$ cat src/rtl/hilo_div_unit.sv
// Iterative radix-2 restoring divider producing {HI, LO} = {remainder, quotient}.
// Stalls the pipeline through the iterations and pulses ready for one cycle with the result.
module hilo_div_unit #(
  parameter int WIDTH = 32,
  parameter int CNT_W = 6
) (
  input  logic               clk,
  input  logic               rst,
  input  logic [WIDTH-1:0]   opa,
  input  logic [WIDTH-1:0]   opb,
  input  logic               sign,
  input  logic               start,
  input  logic               annul,
  output logic [2*WIDTH-1:0] result,
  output logic               ready,
  output logic               busy
);

  typedef enum logic [1:0] {
    ST_IDLE    = 2'd0,
    ST_DIVZERO = 2'd1,
    ST_ON      = 2'd2,
    ST_END     = 2'd3
  } state_t;

  localparam logic [CNT_W-1:0] LAST = CNT_W'(WIDTH - 1);

  // Handshake: start is accepted only in IDLE without annul; ready is a one-cycle
  // pulse and result is valid exactly in that cycle, then held until the next completion.
  state_t           state;
  logic [CNT_W-1:0] cnt;
  logic [WIDTH-1:0] rem;
  logic [WIDTH-1:0] quo;
  logic [WIDTH-1:0] dvsr;
  logic [WIDTH-1:0] opa_raw;
  logic             sign_q;
  logic             rem_sign;

  logic [WIDTH:0]   shifted;
  logic             fits;
  logic [WIDTH-1:0] diff;
  logic [WIDTH-1:0] q_fix;
  logic [WIDTH-1:0] r_fix;

  // The compare is WIDTH+1 bits wide; when it succeeds the true difference is
  // below the divisor, so the truncated WIDTH-bit subtraction is exact.
  assign shifted = {rem, quo[WIDTH-1]};
  assign fits    = (shifted >= {1'b0, dvsr});
  assign diff    = shifted[WIDTH-1:0] - dvsr;
  assign q_fix   = sign_q   ? -quo : quo;
  assign r_fix   = rem_sign ? -rem : rem;

  assign busy = (state == ST_ON) || (state == ST_DIVZERO) || (state == ST_END) ||
                ((state == ST_IDLE) && start && !annul);

  always_ff @(posedge clk or posedge rst) begin
    if (rst) begin
      state    <= ST_IDLE;
      cnt      <= '0;
      rem      <= '0;
      quo      <= '0;
      dvsr     <= '0;
      opa_raw  <= '0;
      sign_q   <= 1'b0;
      rem_sign <= 1'b0;
      result   <= '0;
      ready    <= 1'b0;
    end else begin
      ready <= 1'b0;
      case (state)
        ST_IDLE: begin
          if (start && !annul) begin
            opa_raw <= opa;
            cnt     <= '0;
            rem     <= '0;
            if (opb == '0) begin
              state <= ST_DIVZERO;
            end else begin
              state    <= ST_ON;
              quo      <= (sign && opa[WIDTH-1]) ? -opa : opa;
              dvsr     <= (sign && opb[WIDTH-1]) ? -opb : opb;
              sign_q   <= sign & (opa[WIDTH-1] ^ opb[WIDTH-1]);
              rem_sign <= sign & opa[WIDTH-1];
            end
          end
        end
        ST_ON: begin
          if (annul) begin
            state <= ST_IDLE;
          end else begin
            rem <= fits ? diff : shifted[WIDTH-1:0];
            quo <= {quo[WIDTH-2:0], fits};
            cnt <= cnt + 1'b1;
            if (cnt == LAST) state <= ST_END;
          end
        end
        ST_END: begin
          result <= {r_fix, q_fix};
          ready  <= 1'b1;
          state  <= ST_IDLE;
        end
        ST_DIVZERO: begin
          if (annul) begin
            state <= ST_IDLE;
          end else begin
            result <= {opa_raw, {WIDTH{1'b1}}};
            ready  <= 1'b1;
            state  <= ST_IDLE;
          end
        end
        default: state <= ST_IDLE;
      endcase
    end
  end

endmodule
$ cat config.mk
export PLATFORM = sky130hd
export DESIGN_NAME = hilo_div_unit
export DESIGN_NICKNAME = d
export VERILOG_FILES = /design/src/rtl/hilo_div_unit.sv
export SDC_FILE = /design/constraint.sdc
export NUM_CORES = 1
export LEC_CHECK = 0
export ABC_CLOCK_PERIOD_IN_PS = 5890
export BUFFER_PORTS_ARGS = -buffer_cell sky130_fd_sc_hd__buf_2
export CAP_MARGIN = 20
export CORE_MARGIN = 4
export CORE_UTILIZATION = 30
export CTS_CLUSTER_DIAMETER = 200
export DETAILED_ROUTE_END_ITERATION = 12
export HOLD_SLACK_MARGIN = 0.15
export SLEW_MARGIN = 20
export SYNTH_ARGS = -nofsm -noshare
export SYNTH_HDL_FRONTEND = slang
export SYNTH_SLANG_ARGS = --single-unit
$ cat constraint.sdc
create_clock -name clk -period 5.89 [get_ports clk]
set_clock_uncertainty 0.1 [all_clocks]
set_input_delay 0 -clock clk [delete_from_list [all_inputs] [get_ports clk]]
set_output_delay 0 -clock clk [all_outputs]
set_load 0.005 [all_outputs]
==> results of run 1 <==
## cells by family after synthesis
group,after synthesis
AOI/OAI and AO/OA,428
buffers and inverters,134
muxes,67
xor gates and xnor gates,139
DFF,203
and+or+nand+nor,452
adders and majority gates,38
## state kept, by name, summed over array words and instances (netlist names)
signal,flops
result,64
dvsr,32
opa_raw,32
quo,32
rem,32
cnt,6
state,2
ready,1
rem_sign,1
sign_q,1
## power by group through the flow
stage	clock (uW)	combinational, uW	sequential (uW)
floorplan	0	2050	1860
global placement	0	2630	1990
detailed placement	0	2630	2000
CTS	1530	2700	1980
global route	1580	3040	2030
finish	1490	2710	1990
## worst min-delay path by stage
stage / startpoint / cells past startpoint / to
after floorplan: opb[31] / 2 / dvsr[31]$_DFFE_PP0P_
after global placement: rst / 2 / result[19]$_DFFE_PP0P_
after detailed placement: rst / 2 / result[22]$_DFFE_PP0P_
after CTS: opb[0] / 3 / dvsr[0]$_DFFE_PP0P_
after global routing: opa[20] / 3 / opa_raw[20]$_DFFE_PP0P_
final: opb[0] / 3 / dvsr[0]$_DFFE_PP0P_
## metrics by stage
| stage | instance area, um2 | util |
|---|---|---|
| final | 15600 | 0.377 |
| after global routing | 15600 | 0.377 |
| after CTS | 15600 | 0.377 |
| after detailed placement | 13800 | 0.335 |
| after global placement | 13800 | 0.334 |
| after floorplan | 12700 | - |
## cell usage after synthesis, types with 13 or more instances
cell type  count  area [um2]
inv_1         57         214
or3_1         21         131
o21ai_0      171         856
mux2i_1       32         320
a21oi_1      123         616
o31ai_1       26         195
nor3_1        24         120
clkbuf_1      64         240
xnor2_1       53         464
ha_1          37         463
dfrtp_1      203        5080
nor4_1        13        81.3
nand2_1      173         649
mux2_2        35         394
nand3_1       22         110
nor2_1       125         469
or4_1         16         120
o22ai_1       20         125
xor2_1        86         753
## final cells by class
class	count	area (um2)
fill	4194	25700
multi-input combinational	1124	7100
sequential	203	5080
timing repair buffer	237	1700
clock buffer	33	706
tap	532	666
inverter	58	225
clock inverter	8	85.1
## tightest hold or removal path: stages
cell and delay [ns]:
dlygate4sd3_1 0.52, buf_2 0.14, mux2_2 0.15
## metal layers
| metal | global-route usage | up-vias | part of all wire | wire, um |
|---|---|---|---|---|
| li1 | - | 5569 | - | - |
| met1 | 0.237 | 5266 | 0.47 | 18300 |
| met2 | 0.274 | 272 | 0.46 | 18000 |
| met3 | 0.0198 | 49 | 0.043 | 1670 |
| met4 | 0.0384 | 0 | 0.024 | 919 |
| met5 | 0 | - | 0 | 0 |
## what timing repair did
| item | 4_1_cts | 5_1_grt |
|---|---|---|
| endpoints found under the hold margin | 284 | 0 |
| hold buffers | 93 | 0 |
| setup buffers | 0 | 0 |
==> qor.csv, run 1 <==
metric,value,unit
sw_frac_of_total,0.407,
yosysSeqAreaShare,0.401,
finalSetupViolCount,0,
maxCapViolations,0,
synth_fp_nets,1568,
finalSetupTns,0,ns
grt_pass1_vias,10700,
cp.arrival,4.43,ns
syn_to_final_growth,22.9,%
vias,11200,
grt_start_max_net_pins,134,
die_h,213,um
hp-class,in -> reg,
slowest_stage,o41ai_1,
path_common_cell,nand3_1,
synth-xor-area-share,0.0962,
combPwrFrac,0.438,
diodes,0,
holdWs,0.201,ns
tightestPinTransition,1.10,ns
synth_top_family_by_area,compound AO/OA/AOI/OAI gates,
setup_ws,1.83,ns
rr_endpoint,rem[17]$_DFFE_PP0P_,
fmax,247,MHz
drt_iter0_markers,657,
crit_family,compound AO/OA/AOI/OAI gates,
start_util,0.307,
final_hold_viol_count,0,
r2r_setup_slack,1.83,ns
synth_seq_cells,203,
cts_resized,0,
path_clk_slew,0.06,ns
power.density,398,nW/um2
final_cell_mix,"dfrtp_1, nand2_1, o21ai_0",
crit_fanout,25,
globalplace.congestion,0.868,
synth-async-reset-ratio,1.00,
clock_power_share,0.241,
routed_wl,38.9,mm
r2r-start,rem[2]$_DFFE_PP0P_,
clock_sinks,203,
critPathLaunch,rem[2]$_DFFE_PP0P_,
cts_max_level,1,
p_switching,2520,uW
wl_per_cell,17.7,um
cellLeakagePower,0.00643,uW
end_kind,flip-flop,
root_buffer,clkbuf_16,
outcome,"finished, final reports clean",
syn_inst,1461,
core,41300,um2
final_nets,1756,
synthMuxAreaShare,0.0564,
relSlewSlack,0.266,
synthFlopType,dfrtp_1,
grt_use_total,0.167,
drtPass1Iterations,6,
post-place-ws,1.81,ns
cp_num_cells,10,
report.final.slew_viol_count,0,
grt_pass1_wl,60.9,mm
antenna_found_initial,1,
p_int,3670,uW
grt-ovfl-total,0,
synthAdderAreaFrac,0.0381,
r2r_cells,10,
synth_compound_area_frac,0.199,
avgSynthCellArea,8.67,um2
drcViolationCount,0,
cts_tree,done,
die_w,213,um
cp.required,6.26,ns
synth-warning-count,0,
crit_type,reg -> reg,
fp-row-count,74,
cts_made_buffers,25,
critPathBufInv,1,
p_total,6190,uW
antenna_left,0,
critPathLaunchType,flip-flop,
synth_edf_count,0,
crit_end,rem[17]$_DFFE_PP0P_,
die_area,45600,um2
min_period_over_period,0.689,
clock_latency,0.56,ns
synth_area,12700,um2
vias_per_cell,5.08,
crit_chain,ha_1 -> nand3_1 -> o21bai_1 -> a31oi_1 -> nor3_1 -> o41ai_1 -> a31oi_4 -> buf_4 -> or4_1 -> nand3_1,
dp_cells,2061,
hpwl,29.0,mm
final_common_cell,dfrtp_1,
stdcell_count,2195,
rsz0062_at_grt,false,
slowest_delay,0.72,ns
fin_crit,4.06,ns
synth_cell_types,69,
irDropWorstVdd,214,uV
io_pins,135,
yosys.area_share.simple,0.167,
numPortBuffers,134,
layout-drive-gt1-share,0.151,
cts_buffer_depth,3,
seq_power_share,0.321,
No activity file was read; power rests on OpenSTA's default activity.
==> run 2, diff against run 1 <==
--- a/config.mk
+++ b/config.mk
@@ -5,7 +5,7 @@
 export SDC_FILE = /design/constraint.sdc
 export NUM_CORES = 1
 export LEC_CHECK = 0
-export ABC_CLOCK_PERIOD_IN_PS = 5890
+export ABC_CLOCK_PERIOD_IN_PS = 4100
 export BUFFER_PORTS_ARGS = -buffer_cell sky130_fd_sc_hd__buf_2
 export CAP_MARGIN = 20
 export CORE_MARGIN = 4
==> constraint.sdc (replaced) <==
create_clock -name clk -period 4.1 [get_ports clk]
set_clock_uncertainty 0.1 [all_clocks]
set_input_delay 0 -clock clk [delete_from_list [all_inputs] [get_ports clk]]
set_output_delay 0 -clock clk [all_outputs]
set_load 0.005 [all_outputs]
==> run 2 against run 1 <==
Global-route usage decreased by 0.24 points; register-to-register slack got worse by 1.4 ns; hold slack better by 0.020 ns; final cell count rose by 0.68%; critical path depth is 2 higher; via count grew 1.7%; sequential share of layout area decreased by 0.31 points; largest power group unchanged.
==> qor.csv, run 2 (synthesis gave the netlist of run 1 again) <==
metric,value,unit
slowest_delay,0.62,ns
grt_pass1_vias,10800,
grt-ovfl-total,0,
largest_reg_flops,64,
fp-row-count,74,
clock_latency,0.54,ns
finalSetupTns,0,ns
cts_resized,0,
report.final.slew_viol_count,0,
slowest_stage,or4b_2,
final_common_cell,dfrtp_1,
final_hold_viol_count,0,
grt_start_max_net_pins,183,
globalplace.congestion,0.847,
cts_made_buffers,25,
drt_iter0_markers,738,
die_h,213,um
path_clk_slew,0.06,ns
min_period_over_period,0.882,
relSlewSlack,0.357,
fin_crit,3.62,ns
crit_family,simple AND/OR/NAND/NOR gates,
tightestPinTransition,0.965,ns
numPortBuffers,134,
irDropWorstVdd,243,uV
hp-class,in -> reg,
cp.arrival,3.99,ns
final_cell_mix,"dfrtp_1, nand2_1, o21ai_0",
maxCapViolations,0,
final_nets,1769,
holdWs,0.221,ns
cellLeakagePower,0.00651,uW
rsz0062_at_grt,false,
antenna_found_initial,0,
routed_wl,38.5,mm
crit_chain,inv_1 -> ha_1 -> inv_1 -> fa_1 -> a211oi_1 -> o211a_1 -> or2_2 -> o21ai_0 -> nor4_1 -> nor3b_1 -> or4b_2 -> nand3_1,
crit_type,reg -> reg,
grt.met1_usage,0.226,
power.density,572,nW/um2
path_common_cell,inv_1,
wl_per_cell,17.4,um
core,41300,um2
drcViolationCount,0,
die_w,213,um
grt_util_met3,0.0236,
fmax,277,MHz
cp.required,4.47,ns
crit_fanout,3,
cts_tree,done,
io_pins,135,
critPathLaunchType,flip-flop,
diodes,0,
hpwl,28.4,mm
top_usage_layer,met2,
grt_util_met2,0.274,
finalSetupViolCount,0,
cts_max_level,1,
antenna_left,0,
die_area,45600,um2
syn_to_final_growth,24.1,%
vias,11300,
grt_pass1_wl,60.3,mm
vias_per_cell,5.13,
grt_use_total,0.164,
root_buffer,clkbuf_16,
post_cts_buffers,0,
clock_sinks,203,
cts_buffer_depth,3,
layout-drive-gt1-share,0.156,
drtPass1Iterations,5,
critPathBufInv,2,
outcome,"finished, final reports clean",
largest-register,result,
end_kind,flip-flop,
start_util,0.307,
## run 2: cell count changes in the layout (fill, tap and decap cells not counted), moves of 2 or more
| cell | change |
|---|---|
| inv_6 | +2 |
| buf_4 | +9 |
| dlygate4sd3_1 | +2 |
| clkinv_2 | -2 |
| clkbuf_1 | +3 |
| buf_12 | +2 |
## run 2: timing repair
item                                    CTS  global route
hold buffers                             95             0
hold endpoints to repair                362             0
endpoints found under the setup margin    0             0
## run 2: final timing paths
check	from	to	slack (ns)	depth (start not counted)
min in group asynchronous	rst	result[21]$_DFFE_PP0P_	0.53	4
setup reg to reg	quo[31]$_DFFE_PP0P_	rem[26]$_DFFE_PP0P_	0.48	12
hold / removal	opa[21]	opa_raw[21]$_DFFE_PP0P_	0.22	3
max in group asynchronous	rst	dvsr[26]$_DFFE_PP0P_	2.05	6
setup / recovery	quo[31]$_DFFE_PP0P_	rem[26]$_DFFE_PP0P_	0.48	12
hold reg to reg	opa_raw[7]$_DFFE_PP0P_	opa_raw[7]$_DFFE_PP0P_	0.41	1
## run 2: worst register-to-register path, delay by kind of cell, from the launching register on
| kind | cells | cell delay [ns] |
|---|---|---|
| simple gates | 5 | 1.52 |
| compound gates | 3 | 0.74 |
| fa+ha+maj | 2 | 0.62 |
| flops | 1 | 0.39 |
| buf+inv | 2 | 0.18 |
## run 2: per-layer routing
layer | wire length, um | part of all wire
met1 | 17700 | 0.46
met2 | 17900 | 0.46
met3 | 1900 | 0.049
met4 | 1060 | 0.028
met5 | 0 | 0
## run 2: report_power, final
part | switching [uW] | leakage [uW] | internal, uW
Sequential | 499 | 0.00230 | 2350
Clock | 870 | 0.000403 | 1350
Combinational | 2210 | 0.00381 | 1700
Total | 3580 | 0.00651 | 5400
## run 2: cell type report
| class | instances | area, um2 |
|---|---|---|
| timing repair buffer | 250 | 1820 |
| sequential | 203 | 5080 |
| multi-input combinational | 1124 | 7100 |
| fill | 4187 | 25600 |
| clock inverter | 6 | 87.6 |
| clock buffer | 37 | 731 |
| inverter | 58 | 221 |
| tap | 532 | 666 |
## run 2: per-stage QoR
stage               area [um2]   util  setup WS [ns]  std cells  power [uW]
floorplan                12700      -          0.914       1461        5620
global placement         13900  0.337          0.612       2071        6600
detailed placement       13900  0.337          0.570       2071        6660
CTS                      15700  0.380          0.535       2209        9010
global route             15700  0.380          0.207       2210        9630
finish                   15700  0.380          0.484       2210        8980
==> run 3, diff against run 2 <==
--- a/config.mk
+++ b/config.mk
@@ -10,6 +10,7 @@
 export CAP_MARGIN = 20
 export CORE_MARGIN = 4
 export CORE_UTILIZATION = 30
+export CTS_BUF_LIST = sky130_fd_sc_hd__clkbuf_4 sky130_fd_sc_hd__clkbuf_8
 export CTS_CLUSTER_DIAMETER = 200
 export DETAILED_ROUTE_END_ITERATION = 12
 export HOLD_SLACK_MARGIN = 0.15
==> run 3 against run 2 <==
Via count up 0.45%; sequential share of layout area fell by 0.085 points; setup slack gained 0.036 ns; total power decreased by 0.54%; maximum frequency grew 1.0%; wire length up 0.24%; global-route usage is 0.16 points higher; clock power fell by 2%; flip-flop and latch count unchanged; critical path depth unchanged; final cell count up 1.0%; first-iteration DRC count increased by 1.8%; critical endpoint unchanged; largest power group unchanged.
==> qor.csv, run 3 (synthesis gave the netlist of run 1 again) <==
metric,value,unit
vias,11400,
grt_util_met2,0.277,
root_buffer,clkbuf_8,
die_h,213,um
cts_tree,done,
rr_endpoint,rem[26]$_DFFE_PP0P_,
min_period_over_period,0.873,
p_total,8940,uW
dp_cells,2071,
critPathBufInv,2,
numPortBuffers,134,
top_usage_layer,met2,
start_util,0.307,
power.density,567,nW/um2
cts_buffer_depth,3,
vias_per_cell,5.10,
tightestPinTransition,0.967,ns
end_kind,flip-flop,
crit_end,rem[26]$_DFFE_PP0P_,
path_common_cell,inv_1,
crit_type,reg -> reg,
drt_iter0_markers,751,
antenna_left,0,
critPathLaunch,quo[31]$_DFFE_PP0P_,
core,41300,um2
report.final.slew_viol_count,0,
grt_util_met3,0.0237,
final_cell_mix,"dfrtp_1, nand2_1, o21ai_0",
path_clk_slew,0.06,ns
wl_per_cell,17.3,um
outcome,"finished, final reports clean",
cellLeakagePower,0.00656,uW
die_area,45600,um2
fin_crit,3.58,ns
hp-class,in -> reg,
routed_wl,38.6,mm
cts_made_buffers,37,
final_common_cell,dfrtp_1,
crit_fanout,3,
clock_latency,0.55,ns
stdcell_count,2233,
largest-register,result,
r2r-start,quo[31]$_DFFE_PP0P_,
globalplace.congestion,0.847,
fmax,279,MHz
cp.arrival,3.97,ns
largest_reg_flops,64,
final_hold_viol_count,0,
cts_max_level,2,
finalSetupTns,0,ns
hpwl,28.4,mm
post_cts_buffers,0,
cp.required,4.49,ns
min_from,opa[21],
grt_use_total,0.166,
grt.met1_usage,0.226,
die_w,213,um
holdWs,0.221,ns
grt_pass1_vias,10900,
drcViolationCount,0,
irDropWorstVdd,260,uV
antenna_found_initial,0,
layout-drive-gt1-share,0.169,
rsz0062_at_grt,false,
final_nets,1782,
cp_num_cells,12,
grt_start_max_net_pins,183,
grt_pass1_wl,60.6,mm
crit_chain,inv_1 -> ha_1 -> inv_1 -> fa_1 -> a211oi_1 -> o211a_1 -> or2_2 -> o21ai_0 -> nor4_1 -> nor3b_1 -> or4b_2 -> nand3_1,
r2r_setup_slack,0.52,ns
slowest_stage,or4b_2,
slowest_delay,0.62,ns
crit_family,simple AND/OR/NAND/NOR gates,
maxCapViolations,0,
relSlewSlack,0.355,
syn_to_final_growth,24.4,%
r2r_cells,12,
finalSetupViolCount,0,
grt-ovfl-total,0,
drtPass1Iterations,5,
io_pins,135,
critPathLaunchType,flip-flop,
fp-row-count,74,
fin_util,0.381,
clock_sinks,203,
==> run 3: how the worst min path moves through the flow <==
stage	slack (ns)	endpoint	depth (start not counted)
6_report	0.22	opa_raw[21]$_DFFE_PP0P_	3
3_5_place_dp	-0.03	result[21]$_DFFE_PP0P_	2
3_3_place_gp	-0.04	result[21]$_DFFE_PP0P_	2
2_1_floorplan	0.04	dvsr[31]$_DFFE_PP0P_	2
5_1_grt	0.22	opa_raw[21]$_DFFE_PP0P_	3
4_1_cts	0.20	opa_raw[17]$_DFFE_PP0P_	3
==> run 3: cell type report <==
type | count | area (um2)
diodes | 1 | 2.50
clock buffers | 57 | 759
clock inverters | 7 | 87.6
fillers | 4199 | 25500
inverters | 58 | 221
multi-input cells | 1124 | 7100
flip-flops and latches | 203 | 5080
well taps | 532 | 666
repair buffers | 251 | 1830
==> run 3: metal layers <==
metal | vias up | routed length, um
met5 | - | 0
met4 | 0 | 986
met3 | 56 | 1880
met2 | 307 | 18000
met1 | 5412 | 17800
li1 | 5620 | -
==> run 3: worst min-delay path: cells and delay by family <==
family	cells	cell delay [ns]
buffers and inverters	2	0.67
multiplexers	1	0.15
==> run 3: what timing repair did <==
action,4_1_cts,5_1_grt
hold buffers,96,0
endpoints found under the hold margin,385,0
resized for setup,0,0
==> run 3: stage by stage <==
stage               area [um2]  setup slack [ns]
CTS                      15700             0.543
detailed placement       13900             0.570
global placement         13900             0.612
finish                   15800             0.519
global route             15800             0.207
floorplan                12700             0.914
==> run 3: where the power goes <==
| part | leakage (uW) | switching, uW | internal, uW |
|---|---|---|---|
| Combinational | 0.00382 | 2210 | 1700 |
| Clock | 0.000444 | 875 | 1300 |
| Sequential | 0.00230 | 498 | 2350 |
| Total | 0.00656 | 3580 | 5360 |
